==> config.mk <==
export PLATFORM = sky130hd
export DESIGN_NAME = fifo_write_arbiter
export DESIGN_NICKNAME = d
export VERILOG_FILES = /design/src/rtl/fifo_arb_pkg.sv /design/src/rtl/fifo_write_arbiter_rr_pick.sv /design/src/rtl/fifo_write_arbiter.sv
export SDC_FILE = /design/constraint.sdc
export NUM_CORES = 1
export LEC_CHECK = 0
export ABC_AREA = 1
export BUFFER_PORTS_ARGS = -buffer_cell sky130_fd_sc_hd__buf_4
export CAP_MARGIN = 5
export CORE_MARGIN = 5
export CORE_UTILIZATION = 45
export CTS_BUF_LIST = sky130_fd_sc_hd__clkbuf_4 sky130_fd_sc_hd__clkbuf_8
export CTS_CLUSTER_SIZE = 30
export DETAILED_ROUTE_END_ITERATION = 6
export PLACE_DENSITY = 0.78
export SLEW_MARGIN = 10
export SYNTH_ARGS = -nofsm -noshare
export SYNTH_HDL_FRONTEND = slang
export SYNTH_HIERARCHICAL = 1
export SYNTH_SLANG_ARGS = --single-unit
==> constraint.sdc <==
create_clock -name wclk -period 5.4 [get_ports wclk]
set_input_delay 1.62 -clock wclk [delete_from_list [all_inputs] [get_ports wclk]]
set_output_delay 1.62 -clock wclk [all_outputs]
set_load 0.005 [all_outputs]
==> src/rtl/fifo_arb_pkg.sv <==
// rtl/fifo_arb_pkg.sv - shared types and helpers for the FIFO write-port arbiter
package fifo_arb_pkg;

  typedef enum logic [0:0] {
    IDLE  = 1'b0,
    BURST = 1'b1
  } arb_state_t;

  localparam int DEFAULT_NUM_REQ = 4;
  localparam int DEFAULT_ID_W    = $clog2(DEFAULT_NUM_REQ);

  // Next requester index after idx, wrapping from n-1 back to 0
  function automatic int unsigned rr_wrap_inc(input int unsigned idx, input int unsigned n);
    return (idx + 32'd1 >= n) ? 32'd0 : idx + 32'd1;
  endfunction

endpackage

==> src/rtl/fifo_write_arbiter_rr_pick.sv <==
// rtl/fifo_write_arbiter_rr_pick.sv - combinational round-robin picker
module rr_pick
  import fifo_arb_pkg::*;
#(
  parameter int NUM_REQ = DEFAULT_NUM_REQ,
  parameter int ID_W    = $clog2(NUM_REQ)
) (
  input  logic [NUM_REQ-1:0] req,
  input  logic [ID_W-1:0]    rr_ptr,
  output logic [NUM_REQ-1:0] gnt_onehot,
  output logic [ID_W-1:0]    winner,
  output logic               any_req
);

  // First requester with req high, searching upward from rr_ptr with wrap
  always_comb begin
    int idx;
    gnt_onehot = '0;
    winner     = '0;
    any_req    = 1'b0;
    idx        = 0;
    for (int k = 0; k < NUM_REQ; k++) begin
      idx = int'(rr_ptr) + k;
      if (idx >= NUM_REQ) idx = idx - NUM_REQ;
      if (!any_req && req[ID_W'(idx)]) begin
        any_req                  = 1'b1;
        winner                   = ID_W'(idx);
        gnt_onehot[ID_W'(idx)]   = 1'b1;
      end
    end
  end

endmodule

==> src/rtl/fifo_write_arbiter.sv <==
// rtl/fifo_write_arbiter.sv - round-robin burst arbiter for the FIFO write port (optional FIFO_ARB_STATS_EN)
module fifo_write_arbiter
  import fifo_arb_pkg::*;
#(
  parameter int  NUM_REQ    = 4,
  parameter int  DATA_WIDTH = 8,
  parameter int  MAX_BURST  = 4,
  parameter int  CNT_WIDTH  = 16,
  localparam int ID_W       = $clog2(NUM_REQ)
) (
  input  logic                          wclk,
  input  logic                          wrst_n,
  input  logic [NUM_REQ-1:0]            req,
  input  logic [NUM_REQ*DATA_WIDTH-1:0] req_data,
  input  logic [NUM_REQ-1:0]            req_last,
  input  logic                          full,
`ifdef FIFO_ARB_STATS_EN
  input  logic                          stat_clr,
  output logic [NUM_REQ*CNT_WIDTH-1:0]  stat_beats,
`endif
  output logic [NUM_REQ-1:0]            gnt,
  output logic                          we,
  output logic [DATA_WIDTH-1:0]         data_in,
  output logic                          busy,
  output logic [ID_W-1:0]               active_id
);

  localparam int BC_W = $clog2(MAX_BURST + 1);

  arb_state_t          state_q, state_d;
  logic [ID_W-1:0]     owner_q, owner_d;
  logic [ID_W-1:0]     rr_ptr_q, rr_ptr_d;
  logic [BC_W-1:0]     beat_cnt_q, beat_cnt_d;
  logic [ID_W-1:0]     active_id_d;

  logic [NUM_REQ-1:0]  pick_gnt;
  logic [ID_W-1:0]     pick_winner;
  logic                pick_any;
  logic [ID_W-1:0]     sel_id;
  logic                sel_last;
  logic [DATA_WIDTH-1:0] beat [NUM_REQ];

  rr_pick #(
    .NUM_REQ (NUM_REQ),
    .ID_W    (ID_W)
  ) u_rr_pick (
    .req        (req),
    .rr_ptr     (rr_ptr_q),
    .gnt_onehot (pick_gnt),
    .winner     (pick_winner),
    .any_req    (pick_any)
  );

  for (genvar i = 0; i < NUM_REQ; i++) begin : g_beat
    assign beat[i] = req_data[i*DATA_WIDTH +: DATA_WIDTH];
  end

  assign sel_id   = (state_q == BURST) ? owner_q : pick_winner;
  assign sel_last = req_last[sel_id];

  // State register and arbitration bookkeeping
  always_ff @(posedge wclk or negedge wrst_n) begin
    if (!wrst_n) begin
      state_q    <= IDLE;
      owner_q    <= '0;
      rr_ptr_q   <= '0;
      beat_cnt_q <= '0;
      active_id  <= '0;
    end else begin
      state_q    <= state_d;
      owner_q    <= owner_d;
      rr_ptr_q   <= rr_ptr_d;
      beat_cnt_q <= beat_cnt_d;
      active_id  <= active_id_d;
    end
  end

  // Next state: grant ends on req_last or when the burst budget is used up
  always_comb begin
    state_d     = state_q;
    owner_d     = owner_q;
    rr_ptr_d    = rr_ptr_q;
    beat_cnt_d  = beat_cnt_q;
    active_id_d = active_id;
    case (state_q)
      IDLE: begin
        if (we) begin
          active_id_d = pick_winner;
          if (sel_last || MAX_BURST == 1) begin
            rr_ptr_d = ID_W'(rr_wrap_inc(32'(pick_winner), NUM_REQ));
          end else begin
            state_d    = BURST;
            owner_d    = pick_winner;
            beat_cnt_d = BC_W'(1);
          end
        end
      end
      BURST: begin
        if (we) begin
          if (sel_last || beat_cnt_q == BC_W'(MAX_BURST - 1)) begin
            state_d    = IDLE;
            rr_ptr_d   = ID_W'(rr_wrap_inc(32'(owner_q), NUM_REQ));
            beat_cnt_d = '0;
          end else begin
            beat_cnt_d = beat_cnt_q + BC_W'(1);
          end
        end
      end
      default: state_d = IDLE;
    endcase
  end

  // Outputs: grant is held off by full and by reset so nothing leaks mid-reset
  always_comb begin
    gnt  = '0;
    busy = (state_q == BURST);
    if (!full && wrst_n) begin
      if (state_q == BURST) gnt[owner_q] = 1'b1;
      else if (pick_any)    gnt = pick_gnt;
    end
    we      = |(req & gnt);
    data_in = we ? beat[sel_id] : '0;
  end

`ifdef FIFO_ARB_STATS_EN
  for (genvar i = 0; i < NUM_REQ; i++) begin : g_stat
    logic [CNT_WIDTH-1:0] cnt_q;
    // Saturating per-requester accepted-beat counter; clear wins over count
    always_ff @(posedge wclk or negedge wrst_n) begin
      if (!wrst_n)                                cnt_q <= '0;
      else if (stat_clr)                          cnt_q <= '0;
      else if (req[i] && gnt[i] && cnt_q != '1)   cnt_q <= cnt_q + 1'b1;
    end
    assign stat_beats[i*CNT_WIDTH +: CNT_WIDTH] = cnt_q;
  end
`endif

endmodule

Yosys cells after proc, flatten, opt, wreduce, memory -nomap -nowiden
Cells that the tools add are included.

Order comparisons: 18. Bitwise gates (word level): 7. Equal/unequal tests: 6. Add/subtract/negate cells: 10. Multiplexer cells: 65. Reductions and logical operators: 19.

Operator list (number): 2-to-1 mux 2 bit (15); 2-to-1 mux 4 bit (7); 2-to-1 mux 8 bit (3); 2-to-1 mux 1 bit (22); >= comparator 3 bit (second input constant) (6); binary-select mux 8 bit (select 2 bit) (1); < comparator 2 x 4 -> 1 bit (second input constant) (4); 2-to-1 mux 3 bit (4); OR 4 bit (3); binary-select mux 1 bit (select 2 bit) (5); demux 1 bit (select 2 bit) (5); >= comparator 2 x 1 -> 1 bit (second input constant) (5); adder 2 x 1 -> 3 bit (second input constant) (3); logical AND 1 bit (9); inequality test 2 bit (second input constant) (4); subtractor 2 x 1 -> 2 bit (second input constant) (4); adder 2 x 2 -> 3 bit (second input constant) (2); < comparator 2 x 3 -> 1 bit (second input constant) (2); case mux 3 bit (2 select lines) (1); AND reduction 3 bit (2); bitwise AND 4 bit (1); zero test 1 bit (4); case mux 2 bit (2 select lines) (1); AND reduction 4 bit (1); 10 further kinds (11).

Flip-flop bits (word level): 10. Output and inout port bits: 16. Bits of input ports: 43.

Longest topological paths before layout
Word-level depth: 22. Depth in mapped cells: 19. Depth with buffers taken out: 18.

Hierarchy
Netlist, hierarchy kept.

Modules (own cells, without submodules): fifo_write_arbiter (instances 1, area each 1206.2 sq um, cells each 186); rr_pick (instances 1, area each 518.0 sq um, cells each 94).

Worst setup path before layout
Ideal clock, no wire load.

Path type: in2out. From: in req[3]. To: out data_in[0]. Stages on the path: 16. Setup slack: 0.607 ns. Required time: 3.780 ns. Arrival time: 3.173 ns. Buffers on the path: 2. Path through: inv_1 > nand2_1 > nand3_2 > nand2_4 > nor2_4 > buf_6 > nand3_1 > nand3_1 > nand2_8 > nand2_8 > clkinv_4 > buf_6 > nor2_1 > nor2_1 > o21ai_1 > a21oi_1.

Word-level cells in the longest chain between the ends: 19. Elaborated cells on any way between the ends: 44. Those cells by class: mux: 32; bitwise: 5; reduce/logical: 7.

Ends and longest elaborated chain: from (decl) (line fifo_write_arbiter.sv:13) `input logic [NUM_REQ-1:0] req,`; binary-select mux 1 bit (select 2 bit) (line fifo_write_arbiter_rr_pick.sv:25) `if (!any_req && req[ID_W'(idx)]) begin`; 2-to-1 mux 1 bit (implied by the code) (2 in series) (line fifo_write_arbiter_rr_pick.sv:25); 2-to-1 mux 1 bit (line fifo_write_arbiter_rr_pick.sv:25); zero test 1 bit (line fifo_write_arbiter_rr_pick.sv:25); logical AND 1 bit (line fifo_write_arbiter_rr_pick.sv:25); 2-to-1 mux 1 bit (line fifo_write_arbiter_rr_pick.sv:25); zero test 1 bit (line fifo_write_arbiter_rr_pick.sv:25); logical AND 1 bit (line fifo_write_arbiter_rr_pick.sv:25); [... 2 more ...]; logical AND 1 bit (line fifo_write_arbiter_rr_pick.sv:25); 2-to-1 mux 2 bit (*) (line fifo_write_arbiter_rr_pick.sv:25); named net pick_winner[0] (line fifo_write_arbiter.sv:37) `logic [ID_W-1:0] pick_winner;`; 2-to-1 mux 2 bit (*) (line fifo_write_arbiter.sv:58) `assign sel_id = (state_q == BURST) ? owner_q : pick_winner;`; NOT 2 -> 3 bit (implied by the code) (*) (line fifo_write_arbiter.sv:122) `data_in = we ? beat[sel_id] : '0;`; binary-select mux 8 bit (select 2 bit) (*) (line fifo_write_arbiter.sv:122); 2-to-1 mux 8 bit (implied by the code) (*) (2 in series) (line fifo_write_arbiter.sv:122); 2-to-1 mux 8 bit (*) (line fifo_write_arbiter.sv:122); to (decl) (line fifo_write_arbiter.sv:23) `output logic [DATA_WIDTH-1:0] data_in,`.

Mark *: on every way through the listed nets, which the timed path passes. The rest lies on a longest branch. The select of a mux whose other input is x is not followed.

Worst setup path in the final report
From: in req[1]. To: out data_in[2].

Same word-level chain as after synthesis.

==> impl_metrics.py <==
metrics = {
    "synthesis": {
        "ys_warn_count": 6,
        "syn_inst": 280,
        "avgSynthCellArea_um2": 6.16,
        "synth_flop_cell": "dfrtp_1",
        "synth_area_leader_cell": "nand2_1",
        "async_flop_share_pct": 100,
        "syn-cell-area_um2": 1720,
        "synth-edff-count": 0,
        "syn-num-nets": 337,
        "yosys.cell_count.top_type": "nand2_1",
        "ys_top_cells_by_area": "nand2_1 (17%), dfrtp_1 (15%), ha_1 (10%)",
        "synth_common_cells": "nand2_1 (80), nor2_1 (37), nand3_1 (25)",
        "synth_top_area_share_pct": 17.4,
        "ys_types": 28,
        "ys_seq_area_share_pct": 14.5,
        "synth_seq_cells": 10,
    },
    "route": {
        "postRouteAntennaNets": 0,
        "first_pass_iters": 5,
        "drt-vias-per-instance": 4.98,
        "wl_per_cell_um": 12.0,
        "routed_wl_um": 4620,
        "remaining_drc_errors": 0,
        "drt-initial-drc-count": 130,
        "num_vias": 1919,
    },
    "sta": {
        "tightest_slew_ps": 741,
        "max-slew-margin-rel_pct": 50.6,
        "post-route-period-util_pct": 94.9,
        "finClkSkew_ps": 0.829,
        "tns_ps": 0,
        "setup-violations-final": 0,
        "finalHoldViolCount": 0,
        "rsz0062_at_grt": "false",
        "hold-worst-slack_ps": 476,
        "fin_crit_ps": 5120,
        "fmax_mhz": 195,
        "slew_violations": 0,
    },
    "layout": {
        "layout-drive-gt1-share_pct": 28.8,
        "fin_util_pct": 60.2,
        "nNetsFinal": 395,
        "fill_cells": 369,
        "area_growth_pct": 28.7,
        "n_antenna_cell": 0,
    },
    "die": {
        "die-area_um2": 5170,
        "num_rows": 22,
        "core_um2": 3690,
        "io-pin-count": 59,
        "start_util_pct": 46.7,
        "die_x_um": 71.9,
        "die_height_um": 71.9,
    },
    "power_and_ir_drop": {
        "switching_share_pct": 57.1,
        "p_leak_nw": 1.19,
        "power.density_nw_per_um2": 573,
        "peakVddDrop_v": 0.000322,
        "pwr-share-comb_pct": 80.1,
        "pwr-share-clk_pct": 7.3,
        "intPower_uw": 546,
        "switching_power_uw": 727,
        "power_frac_seq_pct": 12.6,
    },
    "worst_setup_path": {
        "crit_path_end_kind": "output pin",
        "r2r-start": "rr_ptr_q[1]$_DFFE_PN0P_",
        "worstSetupPathType": "primary input to output pin",
        "crit_fanout": 18,
        "regToRegEndpoint": "rr_ptr_q[1]$_DFFE_PN0P_",
        "arrival_ps": 3500,
        "r2r_slack_ps": 2460,
        "cp.required_ps": 3780,
        "worst_setup_path_start_kind": "primary input",
        "r2r_cells": 17,
    },
    "cts": {
        "cts_buffers": 3,
        "cts_tree": "done",
        "clk_latency_ps": 240,
        "cts_root_buf": "clkbuf_8",
        "clock_sinks": 10,
        "clkSlewWorstSetupHoldPaths_ps": 50,
        "clockBufferDepth": 2,
        "h-tree-depth": 1,
        "cts_setup_buffers": 0,
    },
    "placement": {
        "io_buffers": 58,
        "hpwl_um": 3630,
        "globalplace.congestion": 0.907,
    },
    "worst_hold_path": {
        "holdPathEnd": "beat_cnt_q[2]$_DFFE_PN0P_",
        "hold_path_startpoint": "beat_cnt_q[2]$_DFFE_PN0P_",
        "worstHoldPathCells": 2,
        "min_path_type": "register to register",
    },
    "global_routing": {
        "track_usage_pct": 17.7,
        "grt_pass1_wl_um": 7600,
        "grt_overflow_total": 0,
        "grt_max_degree": 19,
        "grt_pass1_vias": 1701,
        "antenna_found_initial": 0,
    },
    "status": {
        "status": "finished, final reports clean",
    },
    "run": {
        "drv_cap": 0,
    },
}
[cells by family (layout without fill, tap and decap cells)]
logic type	Yosys count	in the layout	share of synthesized area, %
AND/OR/NAND/NOR	178	178	50.4
AO/OA/AOI/OAI	41	41	13.4
buffers and inverters	37	94	11.5
flip-flops	10	10	14.5
adder cells (fa/ha/maj)	14	14	10.2
[layout by cell type, fill, tap and decap left out]
cell type  netlist  layout
a21boi_0         1       1
a21oi_1         13      13
buf_4            1      59
clkbuf_8         0       4
clkinv_4         1       1
dfrtp_1         10      10
ha_1            14      14
inv_1           24      24
inv_2            4       4
inv_4            1       1
inv_8            1       1
nand2_1         80      80
nand2_2         11      11
nand2_4          3       3
nand2_8          3       3
nand3_1         25      24
nand3_2          3       4
nand3b_1         1       1
nand4_1         10      10
nor2_1          37      37
nor2_2           2       2
nor2_4           2       2
o21ai_0         13      13
o21ai_1          5       5
o21ai_2          1       1
o21bai_1         8       8
or2_2            1       1
[layout make-up]
class | count | area [um2] | share of cell area (%)
repair buffers | 59 | 443 | 20.0
inverters | 31 | 131 | 5.92
flip-flops and latches | 10 | 250 | 11.3
clock buffers | 4 | 55.1 | 2.48
multi-input cells | 233 | 1280 | 57.7
well taps | 48 | 60.1 | 2.71
[state kept, by name, summed over array words and instances, names as in the netlist]
register and flops:
beat_cnt_q 3, active_id 2, owner_q 2, rr_ptr_q 2, busy 1
[worst max path at each step]
| stage | to | from | cells after the start | slack (ps) |
|---|---|---|---|---|
| after CTS | data_in[2] | req[1] | 17 | 200 |
| after global placement | data_in[2] | req[1] | 17 | 210 |
| after floorplan | data_in[0] | req[3] | 16 | 610 |
| after global routing | data_in[4] | req[1] | 16 | 50 |
| after detailed placement | data_in[2] | req[1] | 17 | 210 |
| final | data_in[2] | req[1] | 16 | 280 |
[power by group through the flow]
stage / clock network (mW) / logic (mW) / registers, mW
after floorplan: 0 / 0.833 / 0.141
after global placement: 0 / 1.00 / 0.160
after detailed placement: 0 / 1.01 / 0.161
after CTS: 0.0955 / 1.01 / 0.161
after global routing: 0.102 / 1.15 / 0.168
final: 0.0933 / 1.02 / 0.160
[critical path: stages]
cell and delay [ps]:
buf_4 120, inv_1 60, nand2_1 70, nand3_2 140, nand2_4 80, nor2_4 250, nand4_1 150, nand3_2 180
nand2_8 80, nand2_8 120, clkinv_4 140, nor2_1 120, nor2_1 50, o21ai_0 70, a21oi_1 80, buf_4 150
[what timing repair did]
action | CTS | global route
setup endpoints to repair | 0 | 6
endpoints found under the hold margin | 0 | 0
resized for setup | 0 | 1
hold buffers | 0 | 0
[metal layers]
layer	wire, um	up-vias	track usage, %
li1	-	1024	-
met3	258	6	1.39
met2	2100	63	28.5
met5	0	-	0
met4	67	0	5.64
met1	2200	826	25.2
[stage by stage]
step	cell area (um2)	total power [mW]	setup WS [ps]	std cells
2_1_floorplan	1720	0.975	607	280
3_3_place_gp	2160	1.16	214	381
3_5_place_dp	2160	1.17	210	381
4_1_cts	2210	1.27	203	385
5_1_grt	2220	1.42	53.0	385
6_report	2220	1.27	277	385
Power figures use the tool's default switching activity.
